**config.mk**
```make
export PLATFORM = sky130hd
export DESIGN_NAME = vga_timing_pattern_gen_flat
export DESIGN_NICKNAME = d
export VERILOG_FILES = /design/src/rtl/vga_timing_pattern_gen_if.sv /design/src/rtl/vga_timing_pattern_gen.sv /design/src/flat_wrapper.sv
export SDC_FILE = /design/constraint.sdc
export NUM_CORES = 1
export LEC_CHECK = 0
export CORE_ASPECT_RATIO = 1.4
export CORE_MARGIN = 8
export CORE_UTILIZATION = 50
export CTS_BUF_LIST = sky130_fd_sc_hd__clkbuf_8
export DETAILED_ROUTE_END_ITERATION = 12
export PLACE_DENSITY = 0.78
export SLEW_MARGIN = 20
export SYNTH_ARGS = -nofsm -noshare
export SYNTH_HDL_FRONTEND = slang
export SYNTH_SLANG_ARGS = --single-unit
```
**constraint.sdc**
```tcl
create_clock -name clock -period 2.94 [get_ports clock]
set_input_delay 0.882 -clock clock [delete_from_list [all_inputs] [get_ports clock]]
set_output_delay 0.882 -clock clock [all_outputs]
set_load 0.05 [all_outputs]
```
**src/rtl/vga_timing_pattern_gen_if.sv**
```systemverilog
// rtl/vga_timing_pattern_gen_if.sv - raster/video output bundle of the VGA timing and pattern generator
interface vga_timing_pattern_gen_if #(
  parameter int RW = 3,
  parameter int GW = 3,
  parameter int BW = 2,
  parameter int CW = 11
);
  logic [RW-1:0] red;
  logic [GW-1:0] green;
  logic [BW-1:0] blue;
  logic          hsync;
  logic          vsync;
  logic          de;
  logic [CW-1:0] hpos;
  logic [CW-1:0] vpos;
  logic          pix_stb;
  logic          frame_start;

  modport master (
    output red, green, blue, hsync, vsync, de, hpos, vpos, pix_stb, frame_start
  );

  modport slave (
    input red, green, blue, hsync, vsync, de, hpos, vpos, pix_stb, frame_start
  );
endinterface

```
**src/rtl/vga_timing_pattern_gen.sv**
```systemverilog
// rtl/vga_timing_pattern_gen.sv - parametrised VGA raster timing and test-pattern generator
module vga_timing_pattern_gen #(
  parameter int CLK_DIV  = 4,
  parameter int H_ACTIVE = 640,
  parameter int H_FP     = 16,
  parameter int H_SYNC   = 96,
  parameter int H_BP     = 48,
  parameter int V_ACTIVE = 480,
  parameter int V_FP     = 10,
  parameter int V_SYNC   = 2,
  parameter int V_BP     = 33,
  parameter bit HS_POL   = 1'b0,
  parameter bit VS_POL   = 1'b0,
  parameter int RW       = 3,
  parameter int GW       = 3,
  parameter int BW       = 2,
  parameter int CW       = 11
) (
  input  logic                  clock,
  input  logic                  reset_n,
  input  logic [1:0]            mode,
  input  logic [RW+GW+BW-1:0]   solid_rgb,
  vga_timing_pattern_gen_if.master vid
);
  localparam int H_TOTAL = H_ACTIVE + H_FP + H_SYNC + H_BP;
  localparam int V_TOTAL = V_ACTIVE + V_FP + V_SYNC + V_BP;
  localparam int DW      = (CLK_DIV > 1) ? $clog2(CLK_DIV) : 1;
  localparam int BAR_W   = H_ACTIVE / 8;
  localparam logic [DW-1:0] DIV_LAST = DW'(CLK_DIV - 1);

  logic [DW-1:0]         div_cnt;
  logic                  tick;
  logic [CW-1:0]         h;
  logic [CW-1:0]         v;
  logic                  h_last;
  logic                  v_last;
  logic                  at_origin;
  logic                  active;
  logic                  hs_on;
  logic                  vs_on;
  logic [1:0]            mode_q;
  logic [1:0]            eff_mode;
  logic [2:0]            bar;
  logic                  white;
  logic [RW+GW+BW-1:0]   rgb_nxt;

  assign tick      = (div_cnt == DIV_LAST);
  assign h_last    = (h == CW'(H_TOTAL - 1));
  assign v_last    = (v == CW'(V_TOTAL - 1));
  assign at_origin = (h == '0) && (v == '0);
  // pixel (0,0) already shows the newly selected mode; the rest of the frame uses the latched one
  assign eff_mode  = at_origin ? mode : mode_q;
  assign active    = (h < CW'(H_ACTIVE)) && (v < CW'(V_ACTIVE));
  assign hs_on     = (h >= CW'(H_ACTIVE + H_FP)) && (h < CW'(H_ACTIVE + H_FP + H_SYNC));
  assign vs_on     = (v >= CW'(V_ACTIVE + V_FP)) && (v < CW'(V_ACTIVE + V_FP + V_SYNC));

  // pixel-clock divider: tick fires once every CLK_DIV clocks
  always_ff @(posedge clock or negedge reset_n) begin
    if (!reset_n) begin
      div_cnt <= '0;
    end else if (tick) begin
      div_cnt <= '0;
    end else begin
      div_cnt <= div_cnt + DW'(1);
    end
  end

  // raster counters: h steps per tick, v steps on each line wrap
  always_ff @(posedge clock or negedge reset_n) begin
    if (!reset_n) begin
      h <= '0;
      v <= '0;
    end else if (tick) begin
      if (h_last) begin
        h <= '0;
        v <= v_last ? '0 : v + CW'(1);
      end else begin
        h <= h + CW'(1);
      end
    end
  end

  // mode latch: captured only when pixel (0,0) is registered
  always_ff @(posedge clock or negedge reset_n) begin
    if (!reset_n) begin
      mode_q <= '0;
    end else if (tick && at_origin) begin
      mode_q <= mode;
    end
  end

  // bar index via comparator chain; remainder pixels fall through to bar 7 (black)
  always_comb begin
    bar = 3'd7;
    for (int i = 6; i >= 0; i--) begin
      if (h < CW'((i + 1) * BAR_W)) bar = 3'(i);
    end
  end

  // pattern colour for the current counter position
  always_comb begin
    rgb_nxt = '0;
    white   = 1'b0;
    case (eff_mode)
      2'd0:    rgb_nxt = {{RW{~bar[1]}}, {GW{~bar[2]}}, {BW{~bar[0]}}};
      2'd1:    white = ~(h[5] ^ v[5]);
      2'd2:    white = (h[4:0] == 5'd0) || (v[4:0] == 5'd0) ||
                       (h == CW'(H_ACTIVE - 1)) || (v == CW'(V_ACTIVE - 1));
      default: rgb_nxt = solid_rgb;
    endcase
    if (white) rgb_nxt = '1;
    if (!active) rgb_nxt = '0;
  end

  // output stage: every tick registers the pixel described by the pre-increment counters
  always_ff @(posedge clock or negedge reset_n) begin
    if (!reset_n) begin
      vid.red         <= '0;
      vid.green       <= '0;
      vid.blue        <= '0;
      vid.hsync       <= ~HS_POL;
      vid.vsync       <= ~VS_POL;
      vid.de          <= 1'b0;
      vid.hpos        <= '0;
      vid.vpos        <= '0;
      vid.pix_stb     <= 1'b0;
      vid.frame_start <= 1'b0;
    end else begin
      vid.pix_stb     <= tick;
      vid.frame_start <= tick && at_origin;
      if (tick) begin
        {vid.red, vid.green, vid.blue} <= rgb_nxt;
        vid.hsync <= hs_on ? HS_POL : ~HS_POL;
        vid.vsync <= vs_on ? VS_POL : ~VS_POL;
        vid.de    <= active;
        vid.hpos  <= h;
        vid.vpos  <= v;
      end
    end
  end
endmodule

```
**src/flat_wrapper.sv**
```systemverilog
// flat-port wrapper written by rule: the top's interface ports become plain ports
module vga_timing_pattern_gen_flat 
#(
  parameter int CLK_DIV  = 4,
  parameter int H_ACTIVE = 640,
  parameter int H_FP     = 16,
  parameter int H_SYNC   = 96,
  parameter int H_BP     = 48,
  parameter int V_ACTIVE = 480,
  parameter int V_FP     = 10,
  parameter int V_SYNC   = 2,
  parameter int V_BP     = 33,
  parameter bit HS_POL   = 1'b0,
  parameter bit VS_POL   = 1'b0,
  parameter int RW       = 3,
  parameter int GW       = 3,
  parameter int BW       = 2,
  parameter int CW       = 11
)
  (clock, reset_n, mode, solid_rgb, vid_red, vid_green, vid_blue, vid_hsync, vid_vsync, vid_de, vid_hpos, vid_vpos, vid_pix_stb, vid_frame_start);
  vga_timing_pattern_gen_if #(.RW(RW), .GW(GW), .BW(BW), .CW(CW)) vid_i ();
  input  logic clock;
  input  logic reset_n;
  input  logic [1:0] mode;
  input  logic [RW+GW+BW-1:0] solid_rgb;
  output wire logic [$bits(vid_i.red)-1:0] vid_red;
  output wire logic [$bits(vid_i.green)-1:0] vid_green;
  output wire logic [$bits(vid_i.blue)-1:0] vid_blue;
  output wire logic [$bits(vid_i.hsync)-1:0] vid_hsync;
  output wire logic [$bits(vid_i.vsync)-1:0] vid_vsync;
  output wire logic [$bits(vid_i.de)-1:0] vid_de;
  output wire logic [$bits(vid_i.hpos)-1:0] vid_hpos;
  output wire logic [$bits(vid_i.vpos)-1:0] vid_vpos;
  output wire logic [$bits(vid_i.pix_stb)-1:0] vid_pix_stb;
  output wire logic [$bits(vid_i.frame_start)-1:0] vid_frame_start;
  assign vid_red = vid_i.red;
  assign vid_green = vid_i.green;
  assign vid_blue = vid_i.blue;
  assign vid_hsync = vid_i.hsync;
  assign vid_vsync = vid_i.vsync;
  assign vid_de = vid_i.de;
  assign vid_hpos = vid_i.hpos;
  assign vid_vpos = vid_i.vpos;
  assign vid_pix_stb = vid_i.pix_stb;
  assign vid_frame_start = vid_i.frame_start;
  vga_timing_pattern_gen #(.CLK_DIV(CLK_DIV), .H_ACTIVE(H_ACTIVE), .H_FP(H_FP), .H_SYNC(H_SYNC), .H_BP(H_BP), .V_ACTIVE(V_ACTIVE), .V_FP(V_FP), .V_SYNC(V_SYNC), .V_BP(V_BP), .HS_POL(HS_POL), .VS_POL(VS_POL), .RW(RW), .GW(GW), .BW(BW), .CW(CW)) u_core (.clock(clock), .reset_n(reset_n), .mode(mode), .solid_rgb(solid_rgb), .vid(vid_i));
endmodule
```
==> flow_summary.yaml <==
place:
  finalWeightedCongestion: 0.856
  hpwl_um: 5080
  io_buffers: 46
  dpl-instance-area_sq_um: 3700
critical_path:
  cp_top_family: "simple AND/OR/NAND/NOR gates"
  end_kind: "flip-flop"
  cp_max_fo: 3
  path_buf_inv: 2
  slowest_stage: "dfrtp_1"
  startpoint_type: "flip-flop"
  arrival_ns: 3.05
  critPathKind: "flip-flop to flip-flop"
  max_stage_delay_ns: 0.38
  cp.required_ns: 3.22
  crit_chain: "inv_1, ha_1, nor4b_4, nand2_2, nor3_4, mux2i_1, inv_1, ha_2, nor4b_4, nand2_1, and4_1, a211o_1, nand2_1"
detailed_routing:
  wl_um: 7360
  via_per_inst: 5.79
  dr.pass1.iters: 4
  m1WireLength_um: 2890
  wl_met3_um: 489
  vias: 2466
  met2WireLength_um: 3760
  avgRoutedWirePerCell_um: 17.3
  drt_iter0_drc: 127
  dr.max_layer_used: "met4"
  drc: 0
  route.antenna.remaining_nets: 0
final_layout:
  final_nets: 372
  fill_cells: 448
  stdcell_area_sq_um: 3970
  syn_to_final_growth_pct: 31.1
  drive_gt1_share_pct: 23.3
  diodes: 0
floorplanning:
  die_h_um: 108
  ioPinCount: 47
  die_w_um: 81.7
  initial_core_util_pct: 51.6
  fp.coreArea_sq_um: 5860
  dieArea_sq_um: 8830
  rows: 33
grt:
  grt_use_total_pct: 17.4
  grt_pass1_wl_um: 12100
  first_global_vias: 2555
  grt_remaining_overflow: 0
  antenna_found_initial: 0
  grt_max_degree: 37
clocking:
  h-tree-depth: 3
  path_clk_slew_ns: 0.06
  cts_tree: "done"
  clock_latency_ns: 0.34
  clockRootBuffer: "clkbuf_8"
  clkSinkCount: 61
  clock_path_buffers: 2
  cts_buffers: 9
  holdBufCountCts: 0
timing:
  min_period_over_period_pct: 94.4
  relSlewSlack_pct: 54.5
  finClkSkew_ns: 0.00692
  hold_viol: 0
  setup_viol: 0
  worst_pin_slew_ns: 0.682
  slew_violations: 0
  period_minus_slack_ns: 2.78
  fmax_mhz: 360
synthesis:
  syn_inst: 285
  synth-seq-cells: 61
  synth_edf_count: 0
  ys.flop_type: "dfrtp_1"
  async_reset_ff_share_pct: 100
  yosysWarnings: 0
  syn_nets: 306
  ys_seq_area_share_pct: 50.6
  syn_area_per_cell_sq_um: 10.6
  yosysUniqueCellTypes: 48
  netlist_area_sq_um: 3020
outcome:
  status: "complete, no violations"
power:
  leakage_nw: 1.80
  power_frac_seq_pct: 50.1
  vdd_drop_max_mv: 0.420
  p_int_mw: 1.32
  power.switching_uw: 406
  p_comb_share_pct: 9.2
  power.density_nw_per_um2: 434
  clkPwrFrac_pct: 40.8
  sw_frac_of_total_pct: 23.6
  p_total_mw: 1.72
job:
  maxCapViolCount: 0
hold_path:
  min_path_type: "flip-flop to flip-flop"
-- power by group through the flow --
stage                     Combinational, mW  Sequential (mW)  Clock (mW)
after global placement                0.150            0.877           0
final                                 0.158            0.862       0.702
after CTS                             0.154            0.863       0.713
after floorplan                      0.0310            0.926           0
after detailed placement              0.153            0.878           0
after global routing                  0.169            0.864       0.749
-- cells in the mapped netlist (all sizes together) (2+ instances only) --
library cell,instances,area (sq um)
dfrtp,59,1480
mux2,25,282
nand2,25,93.8
o21ai,21,105
clkbuf,16,60.1
nor2,15,63.8
ha,9,113
inv,9,33.8
nor3,9,45.0
and3,8,50.1
nand4,8,50.1
nand3,7,35.0
a21oi,6,30.0
a22oi,6,45.0
xnor2,6,52.6
xor2,6,52.6
buf,5,36.3
nor4,4,31.3
nor4b,4,35.0
and4,3,26.3
and4b,3,30.0
nand3b,3,22.5
a21o,2,15.0
a31oi,2,12.5
a32oi,2,17.5
and2,2,12.5
dfstp,2,52.6
o31ai,2,15.0
or2,2,12.5
-- worst paths after layout --
check	end	slack, ns	from	depth (start not counted)
setup / recovery	u_core.vid.green[2]	0.16	u_core.h[0]	13
hold / removal	u_core.div_cnt[0]	0.43	u_core.div_cnt[0]	1
setup reg to reg	u_core.vid.green[2]	0.16	u_core.h[0]	13
hold reg to reg	u_core.div_cnt[0]	0.43	u_core.div_cnt[0]	1
max in group asynchronous	u_core.vid.hsync	1.70	reset_n	2
min in group asynchronous	u_core.vid.hpos[3]	0.58	reset_n	1
-- flip-flops by register name, indices dropped and copies added, names as in the netlist --
name                    flops
u_core.h                   11
u_core.v                   11
u_core.vid.hpos            11
u_core.vid.vpos            11
u_core.vid.green            3
u_core.vid.red              3
u_core.div_cnt              2
u_core.mode_q               2
u_core.vid.blue             2
u_core.vid.de               1
u_core.vid.frame_start      1
u_core.vid.hsync            1
u_core.vid.pix_stb          1
u_core.vid.vsync            1
-- what timing repair did --
item / CTS / global route
buffers inserted: 0 / 2
endpoints found under the setup margin: 8 / 8
cloned: 0 / 0
resized for setup: 3 / 10
pin swaps: 0 / 4
-- per-layer routing --
layer	global-route usage, %	up-vias
met4	12.1	0
met1	20.7	1202
met2	27.9	88
met3	2.82	18
met5	0	-
li1	-	1158
-- cell type report --
type | instances | area (sq um) | share of cell area, %
Clock buffer | 10 | 138 | 3.47
Clock inverter | 6 | 48.8 | 1.23
Inverter | 9 | 33.8 | 0.852
Multi-Input combinational cell | 194 | 1440 | 36.2
Sequential cell | 61 | 1530 | 38.6
Tap cell | 70 | 87.6 | 2.21
Timing Repair Buffer | 76 | 693 | 17.5
-- layout by cell type, fill, tap and decap left out, drive strengths merged, types with 9 or more instances in the layout --
| master | netlist | final |
|---|---|---|
| buf | 5 | 31 |
| clkbuf | 16 | 10 |
| clkdlybuf4s50 | 0 | 45 |
| dfrtp | 59 | 59 |
| ha | 9 | 9 |
| inv | 9 | 14 |
| mux2 | 25 | 25 |
| nand2 | 25 | 25 |
| nor2 | 15 | 15 |
| nor3 | 9 | 9 |
| o21ai | 21 | 21 |
-- stage by stage --
step                TNS [ns]  cells  hold WS (ns)  setup slack (ns)  utilization, %
floorplan                  0    285         0.403            0.0777               -
global placement           0    408         0.416            0.0920            63.1
detailed placement    -0.322    408         0.419           -0.0912            63.1
CTS                        0    424         0.434            0.0795            66.6
global route        -0.00444    426         0.464          -0.00444            67.6
finish                     0    426         0.430             0.164            67.6
-- cells by family (layout without fill, tap and decap cells) --
kind of cell             count (synthesis)  in the layout  synth area share, %
AND/OR/NAND/NOR                         99             99                 18.4
flip-flops                              61             61                 50.6
AO/OA/AOI/OAI                           48             48                 9.93
buffers and inverters                   30            101                 4.30
multiplexers                            26             26                 9.64
XOR/XNOR                                12             12                 3.48
adder cells (fa/ha/maj)                  9              9                 3.72
Power figures use the tool's default switching activity.
